[src/rtl/fusion_accum_unit.sv]
// Purpose: sums NUM_PP partial products per beat, shifts the sum, and accumulates a group result.
// Latency: a last beat accepted at edge t presents its group result after edge t+2.
// Backpressure: out_valid && !out_ready freezes every stage and drops in_ready; otherwise one beat per cycle.
//
// Ports:
//   clk, rst                      sole clock (rising edge), synchronous active-high reset
//   in_valid/in_ready             beat handshake; in_ready is low during reset and while stalled
//   in_pp                         NUM_PP lanes of PP_WIDTH bits, lane i at [i*PP_WIDTH +: PP_WIDTH]
//   in_shift                      left shift applied to this beat's lane sum
//   in_sign                       signed group flag, only honoured on beats with in_first
//   in_first, in_last             group delimiters (both set = single-beat group)
//   out_valid/out_ready           result handshake
//   out_acc, out_count            group total and beat count (count saturates at all-ones)
module fusion_accum_unit #(
  parameter int NUM_PP      = 4,
  parameter int PP_WIDTH    = 10,
  parameter int SHIFT_WIDTH = 4,
  parameter int ACC_WIDTH   = 32,
  parameter int COUNT_WIDTH = 8,
  parameter bit SATURATE    = 1'b0
) (
  input  logic                          clk,
  input  logic                          rst,
  input  logic                          in_valid,
  output logic                          in_ready,
  input  logic [NUM_PP*PP_WIDTH-1:0]    in_pp,
  input  logic [SHIFT_WIDTH-1:0]        in_shift,
  input  logic                          in_sign,
  input  logic                          in_first,
  input  logic                          in_last,
  output logic                          out_valid,
  input  logic                          out_ready,
  output logic [ACC_WIDTH-1:0]          out_acc,
  output logic [COUNT_WIDTH-1:0]        out_count
);

  // Lane sum width: one extra bit beyond the carry growth keeps an unsigned
  // sum non-negative when it is later treated as a two's-complement value.
  localparam int LOG_PP    = $clog2(NUM_PP);
  localparam int SUM_W     = PP_WIDTH + LOG_PP + 1;
  localparam int MAX_SHIFT = (1 << SHIFT_WIDTH) - 1;
  localparam int TERM_W    = SUM_W + MAX_SHIFT;
  // Accumulation width: wide enough that base + term can never overflow,
  // so wrap and clamp decisions are made on the exact result.
  localparam int EXT_W     = ((TERM_W > ACC_WIDTH) ? TERM_W : ACC_WIDTH) + 2;

  // ---------------------------------------------------------------------------
  // Handshake
  // ---------------------------------------------------------------------------
  logic stall;
  logic accept;
  logic group_sign;
  logic eff_sign;

  assign stall    = out_valid && !out_ready;
  assign in_ready = !rst && !stall;
  assign accept   = in_valid && in_ready;
  assign eff_sign = in_first ? in_sign : group_sign;

  // ---------------------------------------------------------------------------
  // Stage 1: extend and sum the lanes
  // ---------------------------------------------------------------------------
  function automatic logic [SUM_W-1:0] extend_lane(input logic [PP_WIDTH-1:0] lane,
                                                   input logic                sgn);
    return {{(SUM_W-PP_WIDTH){sgn & lane[PP_WIDTH-1]}}, lane};
  endfunction

  logic [SUM_W-1:0] pp_sum;

  always_comb begin
    pp_sum = '0;
    for (int i = 0; i < NUM_PP; i++) begin
      pp_sum = pp_sum + extend_lane(in_pp[i*PP_WIDTH +: PP_WIDTH], eff_sign);
    end
  end

  logic                   s1_vld;
  logic [SUM_W-1:0]       s1_sum;
  logic [SHIFT_WIDTH-1:0] s1_shift;
  logic                   s1_first;
  logic                   s1_last;
  logic                   s1_sign;

  always_ff @(posedge clk) begin
    if (rst) begin
      s1_vld     <= 1'b0;
      s1_sum     <= '0;
      s1_shift   <= '0;
      s1_first   <= 1'b0;
      s1_last    <= 1'b0;
      s1_sign    <= 1'b0;
      group_sign <= 1'b0;
    end else if (!stall) begin
      s1_vld <= accept;
      if (accept) begin
        s1_sum   <= pp_sum;
        s1_shift <= in_shift;
        s1_first <= in_first;
        s1_last  <= in_last;
        s1_sign  <= eff_sign;
        if (in_first) begin
          group_sign <= in_sign;
        end
      end
    end
  end

  // ---------------------------------------------------------------------------
  // Stage 2: shift the sum at full width (no bits lost for any shift amount)
  // ---------------------------------------------------------------------------
  logic [TERM_W-1:0] term_c;

  assign term_c = {{(TERM_W-SUM_W){s1_sum[SUM_W-1]}}, s1_sum} << s1_shift;

  logic              s2_vld;
  logic [TERM_W-1:0] s2_term;
  logic              s2_first;
  logic              s2_last;
  logic              s2_sign;

  always_ff @(posedge clk) begin
    if (rst) begin
      s2_vld   <= 1'b0;
      s2_term  <= '0;
      s2_first <= 1'b0;
      s2_last  <= 1'b0;
      s2_sign  <= 1'b0;
    end else if (!stall) begin
      s2_vld <= s1_vld;
      if (s1_vld) begin
        s2_term  <= term_c;
        s2_first <= s1_first;
        s2_last  <= s1_last;
        s2_sign  <= s1_sign;
      end
    end
  end

  // ---------------------------------------------------------------------------
  // Stage 3: accumulate, then wrap or clamp
  // ---------------------------------------------------------------------------
  logic [ACC_WIDTH-1:0]   acc_q;
  logic [COUNT_WIDTH-1:0] count_q;
  logic [EXT_W-1:0]       base_ext;
  logic [EXT_W-1:0]       term_ext;
  logic [EXT_W-1:0]       sum_ext;
  logic [ACC_WIDTH-1:0]   acc_next;
  logic [COUNT_WIDTH-1:0] count_next;
  logic [EXT_W-ACC_WIDTH:0] sum_hi;

  always_comb begin
    base_ext = '0;
    if (!s2_first) begin
      // The accumulator is interpreted in the group's own signedness.
      base_ext = {{(EXT_W-ACC_WIDTH){s2_sign & acc_q[ACC_WIDTH-1]}}, acc_q};
    end
    // Unsigned terms are non-negative by construction, so sign extension is safe.
    term_ext = {{(EXT_W-TERM_W){s2_term[TERM_W-1]}}, s2_term};
    sum_ext  = base_ext + term_ext;
    sum_hi   = sum_ext[EXT_W-1:ACC_WIDTH-1];
    acc_next = sum_ext[ACC_WIDTH-1:0];

    if (SATURATE) begin
      if (s2_sign) begin
        // Fits in ACC_WIDTH signed only if all bits from the result MSB up agree.
        if (!(&sum_hi) && (|sum_hi)) begin
          acc_next = sum_ext[EXT_W-1] ? {1'b1, {(ACC_WIDTH-1){1'b0}}}
                                      : {1'b0, {(ACC_WIDTH-1){1'b1}}};
        end
      end else begin
        if (sum_ext[EXT_W-1]) begin
          acc_next = '0;
        end else if (|sum_ext[EXT_W-2:ACC_WIDTH]) begin
          acc_next = '1;
        end
      end
    end
  end

  always_comb begin
    count_next = COUNT_WIDTH'(1);
    if (!s2_first) begin
      count_next = (&count_q) ? count_q : count_q + COUNT_WIDTH'(1);
    end
  end

  always_ff @(posedge clk) begin
    if (rst) begin
      acc_q     <= '0;
      count_q   <= '0;
      out_valid <= 1'b0;
      out_acc   <= '0;
      out_count <= '0;
    end else if (!stall) begin
      // Either no result is pending or it is being consumed this cycle, so a
      // completing group can load straight in without a bubble.
      out_valid <= s2_vld && s2_last;
      if (s2_vld) begin
        if (s2_last) begin
          out_acc   <= acc_next;
          out_count <= count_next;
          // Clearing here lets a following beat without first start from zero.
          acc_q     <= '0;
          count_q   <= '0;
        end else begin
          acc_q   <= acc_next;
          count_q <= count_next;
        end
      end
    end
  end

endmodule

[config.mk]
export PLATFORM = sky130hd
export DESIGN_NAME = fusion_accum_unit
export DESIGN_NICKNAME = d
export VERILOG_FILES = /design/src/rtl/fusion_accum_unit.sv
export SDC_FILE = /design/constraint.sdc
export NUM_CORES = 1
export LEC_CHECK = 0
export CORE_UTILIZATION = 45
export DETAILED_ROUTE_END_ITERATION = 10
export GPL_TIMING_DRIVEN = 1
export PLACE_DENSITY = 0.75
export SLEW_MARGIN = 15
export SYNTH_ARGS = -nofsm -noshare
export SYNTH_HDL_FRONTEND = slang
export SYNTH_SLANG_ARGS = --single-unit
[constraint.sdc]
create_clock -name clk -period 3.7 [get_ports clk]
set_input_delay 0.74 -clock clk [delete_from_list [all_inputs] [get_ports clk]]
set_output_delay 0.74 -clock clk [all_outputs]
set_load 0.05 [all_outputs]
Yosys cells after proc, flatten, opt, wreduce, memory -nomap -nowiden
Index checks and enable logic that the tools add are counted.
W data, S select, Z words.
{"block": "word_totals", "ff_bits": 133, "latch_bits": 0, "ramBits": 0, "mem_bits_ro": 0, "input_bits": 51, "out_inout_bits": 42, "wordCells": 44, "n_memories": 0}
{"block": "classes", "n_addsub": 5, "multipliers": 0, "n_div": 0, "magnitude_cmp": 0, "eq_ne": 0, "shift": 1, "mux": 6, "bitwise": 5, "n_reduce_logical": 12}
{"op": "$mux W32", "n": 2}
{"op": "$add A32 B32 Y32", "n": 1}
{"op": "$shl A28 B4 Y28", "n": 1}
{"op": "$mux W8", "n": 3}
{"op": "$add A12 B11 Y13", "n": 1}
{"op": "$add A13 B13 Y13", "n": 1}
{"op": "$add A11 B11 Y12", "n": 1}
{"op": "$add A8 B1 Y8 const B", "n": 1}
{"op": "$reduce_and A8 Y1", "n": 1}
{"op": "$reduce_and A2 Y1", "n": 3}
{"op": "$and A1 B1 Y1", "n": 4}
{"op": "$logic_and A1 B1 Y1", "n": 4}
{"op": "$logic_not A1 Y1", "n": 3}
{"op": "$reduce_and A3 Y1", "n": 1}
{"op": "$mux W1", "n": 1}
{"op": "$not A1 Y1", "n": 1}

Logic depth before layout (Yosys ltp)
Gate-level depths: netlist (run 1).
{"block": "logic_depth", "word_depth": 6, "mapped_depth": 16, "depth_no_buf": 16}

Worst setup path before layout (run 1)
OpenSTA, ideal clock, no wires.
{"block": "synth_timing", "path_type": "input port to flip-flop", "from": "in in_pp[2]", "to": "reg s1_sum[12]", "t_arrival_ns": 3.800, "path_slack_ns": -0.226, "stages": 15, "path_buffers": 0, "cell_sequence": "inv_1 > fa_1 > fa_1 > inv_1 > ha_1 > a21o_1 > a21oi_1 > o21bai_1 > a211o_1 > a31oi_1 > nor2b_1 > o21a_1 > o41ai_1 > xnor2_1 > o21ai_1"}
{"block": "synth_between", "elab_chain_cells": 3}
{"item": "start: declaration", "line_no": "26", "text": "input logic [NUM_PP*PP_WIDTH-1:0] in_pp,"}
{"item": "$add A11 B11 Y12", "line_no": "73", "text": "pp_sum = pp_sum + extend_lane(in_pp[i*PP_WIDTH +: PP_WIDTH], eff_sign);"}
{"item": "$add A12 B11 Y13", "line_no": "73"}
{"item": "$add A13 B13 Y13", "line_no": "73"}
{"item": "end signal: assignment", "line_no": "96", "text": "s1_sum <= pp_sum;"}
{"item": "end: declaration", "line_no": "78", "text": "logic [SUM_W-1:0] s1_sum;"}
Every way passes these cells.
A chain may end at the register's enable or synchronous reset.

Worst setup path in the final report (run 1)
{"block": "layout_timing", "from": "in in_pp[25]", "to": "reg s1_sum[12]"}
{"block": "layout_between", "elab_chain_cells": 2}
{"item": "$add A12 B11 Y13", "line_no": "73"}
{"item": "$add A13 B13 Y13", "line_no": "73"}
Every way passes these cells.

==> run_results.csv, run 1 <==
group,metric,value,unit
outcome,run_status,"complete, no violations",
min_path,min-delay-start,"acc_q[24]$_SDFFE_PP0P_",
final_layout,fin_nets,1250,
final_layout,multi_input_area,5234,um^2
critical_path,crit_family,"adder cells",
global_routing,grt_first_pass_wirelength,33.23,mm
critical_path,reg2reg_slack,0.34,ns
sta,skew,0.01255,ns
synth,yosysTopAreaCellShare,0.3201,
sta,fmax,276.1,MHz
critical_path,crit_slowest_cell,"fa_1",
critical_path,cp_max_fo,2,
synth,synth.most_common_cell,"nand2_1",
final_layout,register_area,2663,um^2
place,portBuffers,92,
critical_path,slowest_delay,0.53,ns
global_routing,grt_pass1_vias,7030,
final_layout,area_growth,23.94,%
synth,syn_nets,1156,
critical_path,required,3.99,ns
global_routing,antenna_found_initial,0,
detailed_routing,wirelength,20.02,mm
synth,syn_inst,1037,
clock_tree,cts_buffer_depth,2,
synth,synth.largest_area_cell,"dfxtp_1",
detailed_routing,via_per_inst,5.393,
sta,max_slew_margin,0.4509,
synth,yosys_warnings,0,
final_layout,drive_above_1_share,0.1093,
detailed_routing,route.detailed.drc,0,
critical_path,crit_chain,"clkdlybuf4s50_1 -> inv_1 -> fa_1 -> fa_1 -> inv_1 -> ha_1 -> a211o_1 -> a31oi_4 -> nor2b_1 -> o21a_1 -> o41ai_2 -> xnor2_1 -> o21ai_1",
synth,synth_edf_count,0,
floorplan,dieArea,19030,um^2
sta,finalCriticalPeriod,3.623,ns
detailed_routing,avgRoutedWirePerCell,14.58,um
pwr,powerDensity,425.2,nW/um^2
floorplan,start_util,0.4614,
clock_tree,cts_made_buffers,17,
sta,slew_viol_final,0,
clock_tree,cts_tree,"done",
synth,yosysSeqAreaShare,0.3201,
min_path,min_path_type,"register to register",
detailed_routing,highest_layer,"met4",
synth,ys_top_cells_by_count,"nand2_1, dfxtp_1, a21oi_1",
critical_path,reg2reg_depth,12,
critical_path,worstSetupPathType,"primary input to register",
job,maxCapViolCount,0,
final_layout,fillers,1655,
min_path,min_path_cells,2,
detailed_routing,first_iter_violations,433,
floorplan,die_y,137.9,um
clock_tree,cts_sinks,133,
clock_tree,cts_root_buf,"clkbuf_16",
clock_tree,path_clk_slew,0.06,ns
critical_path,crit_buf_inv,3,
sta,hold_viol_final,0,
critical_path,end_kind,"register",
detailed_routing,vias,7404,
min_path,holdPathEnd,"acc_q[24]$_SDFFE_PP0P_",
synth,synth_area_leaders,"dfxtp_1, ha_1, a21oi_1, nand2_1, fa_1",
detailed_routing,dr_wl_met3,705,um
pwr,p_leak,4.364,nW
clock_tree,insertion_delay,0.42,ns
pwr,peakVddDrop,0.3239,mV
global_routing,grt_max_degree,77,
floorplan,fp-row-count,49,
detailed_routing,met2RoutedLength,9.870,mm
sta,fin_ws,0.07748,ns
synth,ys_ff_latch,133,
critical_path,crit_arrival,3.91,ns
sta,finalSetupViolCount,0,
critical_path,r2r_end,"out_acc[30]$_SDFFE_PP0P_",
synth,syn_area_per_cell,8.020,um^2
critical_path,cp-start-kind,"primary input",
critical_path,timing.rr.start,"s2_first$_SDFFE_PP0P_",
detailed_routing,drt_pass1_iterations,6,
synth,synth_area,8317,um^2
floorplan,coreArea,18020,um^2
synth,synthArstFlopShare,0,
final_layout,diodes,0,
sta,period_share,0.9791,
place,place.gp.congestion,0.8848,
detailed_routing,met1_length,9.041,mm
global_routing,overflow,0,
floorplan,ios,93,
place,place_ws,-0.7629,ns
sta,tns,0,ns
sta,worst_pin_slew,0.8225,ns
clock_tree,cts_max_level,4,
synth,post_synth_num_cell_types,61,
detailed_routing,ant_nets,0,
synth,yosys_most_used_dff,"dfxtp_1",
place,dp_hpwl,14.32,mm
clock_tree,cts_hold_buffers,0,
global_routing,grt_usage,0.2210,
floorplan,dieWidth,137.9,um
sequential cells by signal, indices dropped and copies added, names as in the netlist:
register and count:
s1_shift 4, s1_first 1, s1_vld 1, s2_term 28, out_acc 32, s1_sum 13, s2_first 1, out_count 8
count_q 8, s1_last 1, s2_last 1, out_valid 1, acc_q 32, s1_sign 1, s2_vld 1
timing repair:
action                     CTS  global route
buffers inserted             6             0
setup endpoints to repair    3             4
pin swaps                   17            25
hold endpoints to repair     0             0
resized for setup           14            23
stage by stage:
step / utilization / instances / hold slack (ns) / cell area, um^2 / power [mW]
after floorplan: - / 1037 / 0.4173 / 8371 / 2.330
after global placement: 0.5344 / 1335 / 0.4306 / 9632 / 2.662
after detailed placement: 0.5344 / 1335 / 0.4420 / 9632 / 2.691
after CTS: 0.5696 / 1373 / 0.4512 / 10270 / 4.368
after global routing: 0.5718 / 1373 / 0.4605 / 10310 / 4.631
final: 0.5718 / 1373 / 0.4490 / 10310 / 4.383
cells in the final DEF (no fill, tap or decap), types with 5 or more instances in the layout:
master	count
ha_1	40
nand4_1	7
a31oi_1	6
dfxtp_1	133
nor2_1	89
xnor2_1	26
o21ai_1	9
nand2_1	136
nand3b_1	17
and2_1	8
nand2b_1	7
o31ai_1	7
fa_1	22
xor2_1	19
mux2i_1	19
buf_4	43
a21oi_1	98
and3_1	6
o21bai_1	10
inv_1	65
clkdlybuf4s50_1	81
a21o_1	17
o21ai_0	31
mux2_2	7
nand3_1	11
clkbuf_16	17
clkinv_4	5
inv_2	10
a22oi_1	22
a211oi_1	22
a22o_1	12
nor2b_1	38
nor3_1	18
cell families after synthesis:
kind of cell,after synthesis,synth area share
compound gates,272,0.2124
xor+xnor,45,0.04739
fa+ha+maj,68,0.1240
buf+inv,138,0.06334
flops,133,0.3201
mux,26,0.03235
simple gates,355,0.2004
report_power, final:
group	internal, mW	switching [mW]	leakage [nW]
sequential	1.51	0.0867	1.08
clock	0.946	0.672	0.273
combinational	0.580	0.587	3.01
total	3.04	1.35	4.36
cell type report:
type / instances / area share
flip-flops and latches: 133 / 0.2583
clock inverters: 14 / 0.01250
repair buffers: 135 / 0.1216
multi-input cells: 766 / 0.5078
well taps: 229 / 0.02780
clock buffers: 18 / 0.04261
inverters: 78 / 0.02938
routing by layer:
layer / global-route usage / up-vias
met3: 0.04605 / 39
met4: 0.07488 / 0
met1: 0.2693 / 3451
met2: 0.3842 / 154
li1: - / 3760
met5: 0 / -
worst max path at each step:
stage / to / startpoint / slack [ns] / cells past startpoint
after floorplan: s1_sum[12]$_SDFFE_PP0P_ / in_pp[22] / -0.02 / 15
after global placement: s1_sum[12]$_SDFFE_PP0P_ / in_pp[22] / -0.65 / 16
after detailed placement: s1_sum[12]$_SDFFE_PP0P_ / in_pp[22] / -0.76 / 16
after CTS: s1_sum[12]$_SDFFE_PP0P_ / in_pp[23] / 0.0003 / 15
after global routing: s1_sum[12]$_SDFFE_PP0P_ / in_pp[15] / -0.003 / 13
final: s1_sum[12]$_SDFFE_PP0P_ / in_pp[25] / 0.08 / 13
worst min-delay path, delay by kind of cell (launching register included):
| kind | cells | cell delay, ns |
|---|---|---|
| DFF | 1 | 0.30 |
| and+or+nand+nor | 1 | 0.05 |
| AOI/OAI and AO/OA | 1 | 0.05 |
Power figures use the tool's default switching activity.
==> run 2: changes to the inputs <==
--- a/config.mk
+++ b/config.mk
@@ -6,6 +6,7 @@
 export NUM_CORES = 1
 export LEC_CHECK = 0
 export CORE_UTILIZATION = 45
+export CTS_CLUSTER_DIAMETER = 80
 export DETAILED_ROUTE_END_ITERATION = 10
 export GPL_TIMING_DRIVEN = 1
 export PLACE_DENSITY = 0.75
==> results of run 2 <==
Same layout as run 1: the final DEF is identical, and so are final timing and power.
==> run 3: changes to the inputs <==
--- a/config.mk
+++ b/config.mk
@@ -5,11 +5,13 @@
 export SDC_FILE = /design/constraint.sdc
 export NUM_CORES = 1
 export LEC_CHECK = 0
+export CAP_MARGIN = 40
 export CORE_UTILIZATION = 45
 export CTS_CLUSTER_DIAMETER = 80
 export DETAILED_ROUTE_END_ITERATION = 10
 export GPL_TIMING_DRIVEN = 1
 export PLACE_DENSITY = 0.75
+export SETUP_SLACK_MARGIN = 0.02
 export SLEW_MARGIN = 15
 export SYNTH_ARGS = -nofsm -noshare
 export SYNTH_HDL_FRONTEND = slang
==> run 3 against run 2 <==
  * Core utilization rose by 1.0 points
  * Non-clock buffer count grew 13
  * Largest cell class unchanged
  * Via count increased by 2.0%
  * Global-route usage is 0.45 points higher
  * Critical path type unchanged
  * Count of clock-buffer cells in the layout is 4 higher
  * Clock power up 7%
  * Critical endpoint unchanged
==> run_results.csv, run 3 (same netlist as run 1, synthesis figures left out) <==
group,metric,value,unit
outcome,run_status,"complete, no violations",
final_layout,layout_common_cells,"nand2_1, dfxtp_1, a21oi_1, nor2_1, clkdlybuf4s50_1",
clock_tree,cts_max_level,4,
floorplan,coreArea,18020,um^2
sta,hold_viol_final,0,
sta,slew_viol_final,0,
floorplan,die_y,137.9,um
critical_path,timing.rr.start,"s2_first$_SDFFE_PP0P_",
critical_path,required,3.99,ns
clock_tree,insertion_delay,0.43,ns
pwr,pwr-share-comb,0.276,
critical_path,r2r_end,"acc_q[30]$_SDFFE_PP0P_",
final_layout,fin_nets,1263,
critical_path,reg2reg_slack,0.41,ns
final_layout,area_growth,26.15,%
min_path,holdPathEnd,"acc_q[30]$_SDFFE_PP0P_",
sta,fmax,280.4,MHz
detailed_routing,wirelength,20.37,mm
critical_path,cp-start-kind,"primary input",
final_layout,reg_top3,"acc_q (32), out_acc (32), s2_term (28)",
critical_path,end_kind,"register",
final_layout,drive_above_1_share,0.1264,
place,dp.cells,1338,
critical_path,crit_arrival,3.85,ns
clock_tree,cts_tree,"done",
floorplan,ios,93,
critical_path,cp_max_fo,2,
min_path,min_path_type,"register to register",
global_routing,overflow,0,
final_layout,diodes,0,
job,maxCapViolCount,0,
clock_tree,cts_buffer_depth,2,
final_layout,fillers,1698,
detailed_routing,ant_nets,0,
pwr,p_leak,4.487,nW
pwr,finalPower,4.618,mW
critical_path,worstSetupPathType,"primary input to register",
detailed_routing,drt_pass1_iterations,4,
min_path,min_path_cells,2,
floorplan,dieWidth,137.9,um
global_routing,grt_first_pass_wirelength,33.82,mm
sta,finalSetupViolCount,0,
floorplan,fp-row-count,49,
pwr,power.internal,3.288,mW
floorplan,start_util,0.4614,
detailed_routing,avgRoutedWirePerCell,14.72,um
place,dp_hpwl,14.49,mm
detailed_routing,vias,7554,
final_layout,fin_cells,1384,
sta,period_share,0.9638,
sta,worst_pin_slew,0.8643,ns
floorplan,dieArea,19030,um^2
pwr,p_switching,1.330,mW
detailed_routing,via_per_inst,5.458,
sta,skew,0.006850,ns
pwr,switching_share,0.2880,
detailed_routing,route.detailed.drc,0,
sta,max_slew_margin,0.4230,
critical_path,reg2reg_depth,15,
global_routing,grt_max_degree,51,
sta,grt_setup_unrepaired,"true",
pwr,seq_power_share,0.347,
clock_tree,cts_made_buffers,17,
final_layout,mostFrequentLayoutCell,"nand2_1",
clock_tree,cts_root_buf,"clkbuf_16",
place,portBuffers,92,
min_path,min-delay-start,"acc_q[30]$_SDFFE_PP0P_",
pwr,power.clock.fraction,0.378,
sta,finalCriticalPeriod,3.566,ns
clock_tree,path_clk_slew,0.05,ns
global_routing,grt_usage,0.2255,
place,place.gp.congestion,0.8915,
global_routing,antenna_found_initial,0,
clock_tree,cts_sinks,133,
detailed_routing,first_iter_violations,349,
pwr,powerDensity,440.1,nW/um^2
global_routing,grt_pass1_vias,7383,
pwr,peakVddDrop,0.3390,mV
## run 3: cell count changes in the layout (fill, tap and decap cells not counted), sizes merged, moves of 3 or more
cell	change
buf	+16
clkbuf	+5
clkdlybuf4s50	-5
clkdlybuf4s15	-4
dlygate4sd2	+3
clkinv	-5
## run 3: worst max path at each step
| stage | to | startpoint | cells after the start | slack, ns |
|---|---|---|---|---|
| 2_1_floorplan | s1_sum[12]$_SDFFE_PP0P_ | in_pp[22] | 15 | -0.02 |
| 3_3_place_gp | s1_sum[12]$_SDFFE_PP0P_ | in_pp[22] | 16 | -0.65 |
| 3_5_place_dp | s1_sum[12]$_SDFFE_PP0P_ | in_pp[22] | 16 | -0.71 |
| 4_1_cts | s1_sum[11]$_SDFFE_PP0P_ | in_pp[22] | 17 | 0.04 |
| 5_1_grt | s1_sum[12]$_SDFFE_PP0P_ | in_pp[12] | 16 | -0.003 |
| 6_report | s1_sum[12]$_SDFFE_PP0P_ | in_pp[12] | 16 | 0.13 |
## run 3: what timing repair did
action / in CTS / in global routing
cloned: 0 / 0
pin swaps: 19 / 25
gates resized for setup: 18 / 43
hold buffers: 0 / 0
endpoints found under the setup margin: 4 / 6
buffers inserted: 15 / 2
## run 3: area by class of cell
type	instances	area [um^2]	area share
repair buffers	148	1378	0.1313
flip-flops and latches	133	2663	0.2538
inverters	78	302.8	0.02886
clock buffers	22	484.2	0.04615
clock inverters	8	123.9	0.01181
multi-input cells	766	5254	0.5008
well taps	229	286.5	0.02731
## run 3: routing by layer
layer | GRT usage | vias up | wire (um)
met3 | 0.04240 | 49 | 945
met4 | 0.09179 | 0 | 548
met2 | 0.3961 | 182 | 10040
met5 | 0 | - | 0
li1 | - | 3777 | -
met1 | 0.2685 | 3546 | 8834
## run 3: power groups by stage
stage               Sequential [mW]  Clock (mW)  Combinational [mW]
floorplan                      1.58           0               0.746
global placement               1.63           0                1.04
detailed placement             1.63           0                1.06
CTS                            1.60        1.76                1.19
global route                   1.61        1.84                1.42
finish                         1.60        1.74                1.27
## run 3: critical path, cell delays in order
cell	delay, ns
buf_6	0.07
inv_2	0.03
fa_1	0.48
fa_1	0.50
inv_2	0.06
ha_4	0.23
a21o_1	0.18
a21oi_4	0.18
o21bai_4	0.07
a211o_1	0.31
a31oi_2	0.21
nor2b_1	0.06
o21a_1	0.19
o41ai_2	0.31
xnor2_1	0.16
o21ai_1	0.07
## run 3: metrics by stage
step / setup WS (ns) / area (um^2) / util / setup TNS, ns / hold WS, ns
2_1_floorplan: -0.01589 / 8371 / - / -0.01589 / 0.4173
3_3_place_gp: -0.6481 / 9647 / 0.5352 / -2.558 / 0.4304
3_5_place_dp: -0.7052 / 9669 / 0.5364 / -2.806 / 0.4370
4_1_cts: 0.03587 / 10400 / 0.5771 / 0 / 0.4444
5_1_grt: -0.003122 / 10490 / 0.5820 / -0.003122 / 0.4677
6_report: 0.1338 / 10490 / 0.5820 / 0 / 0.4432
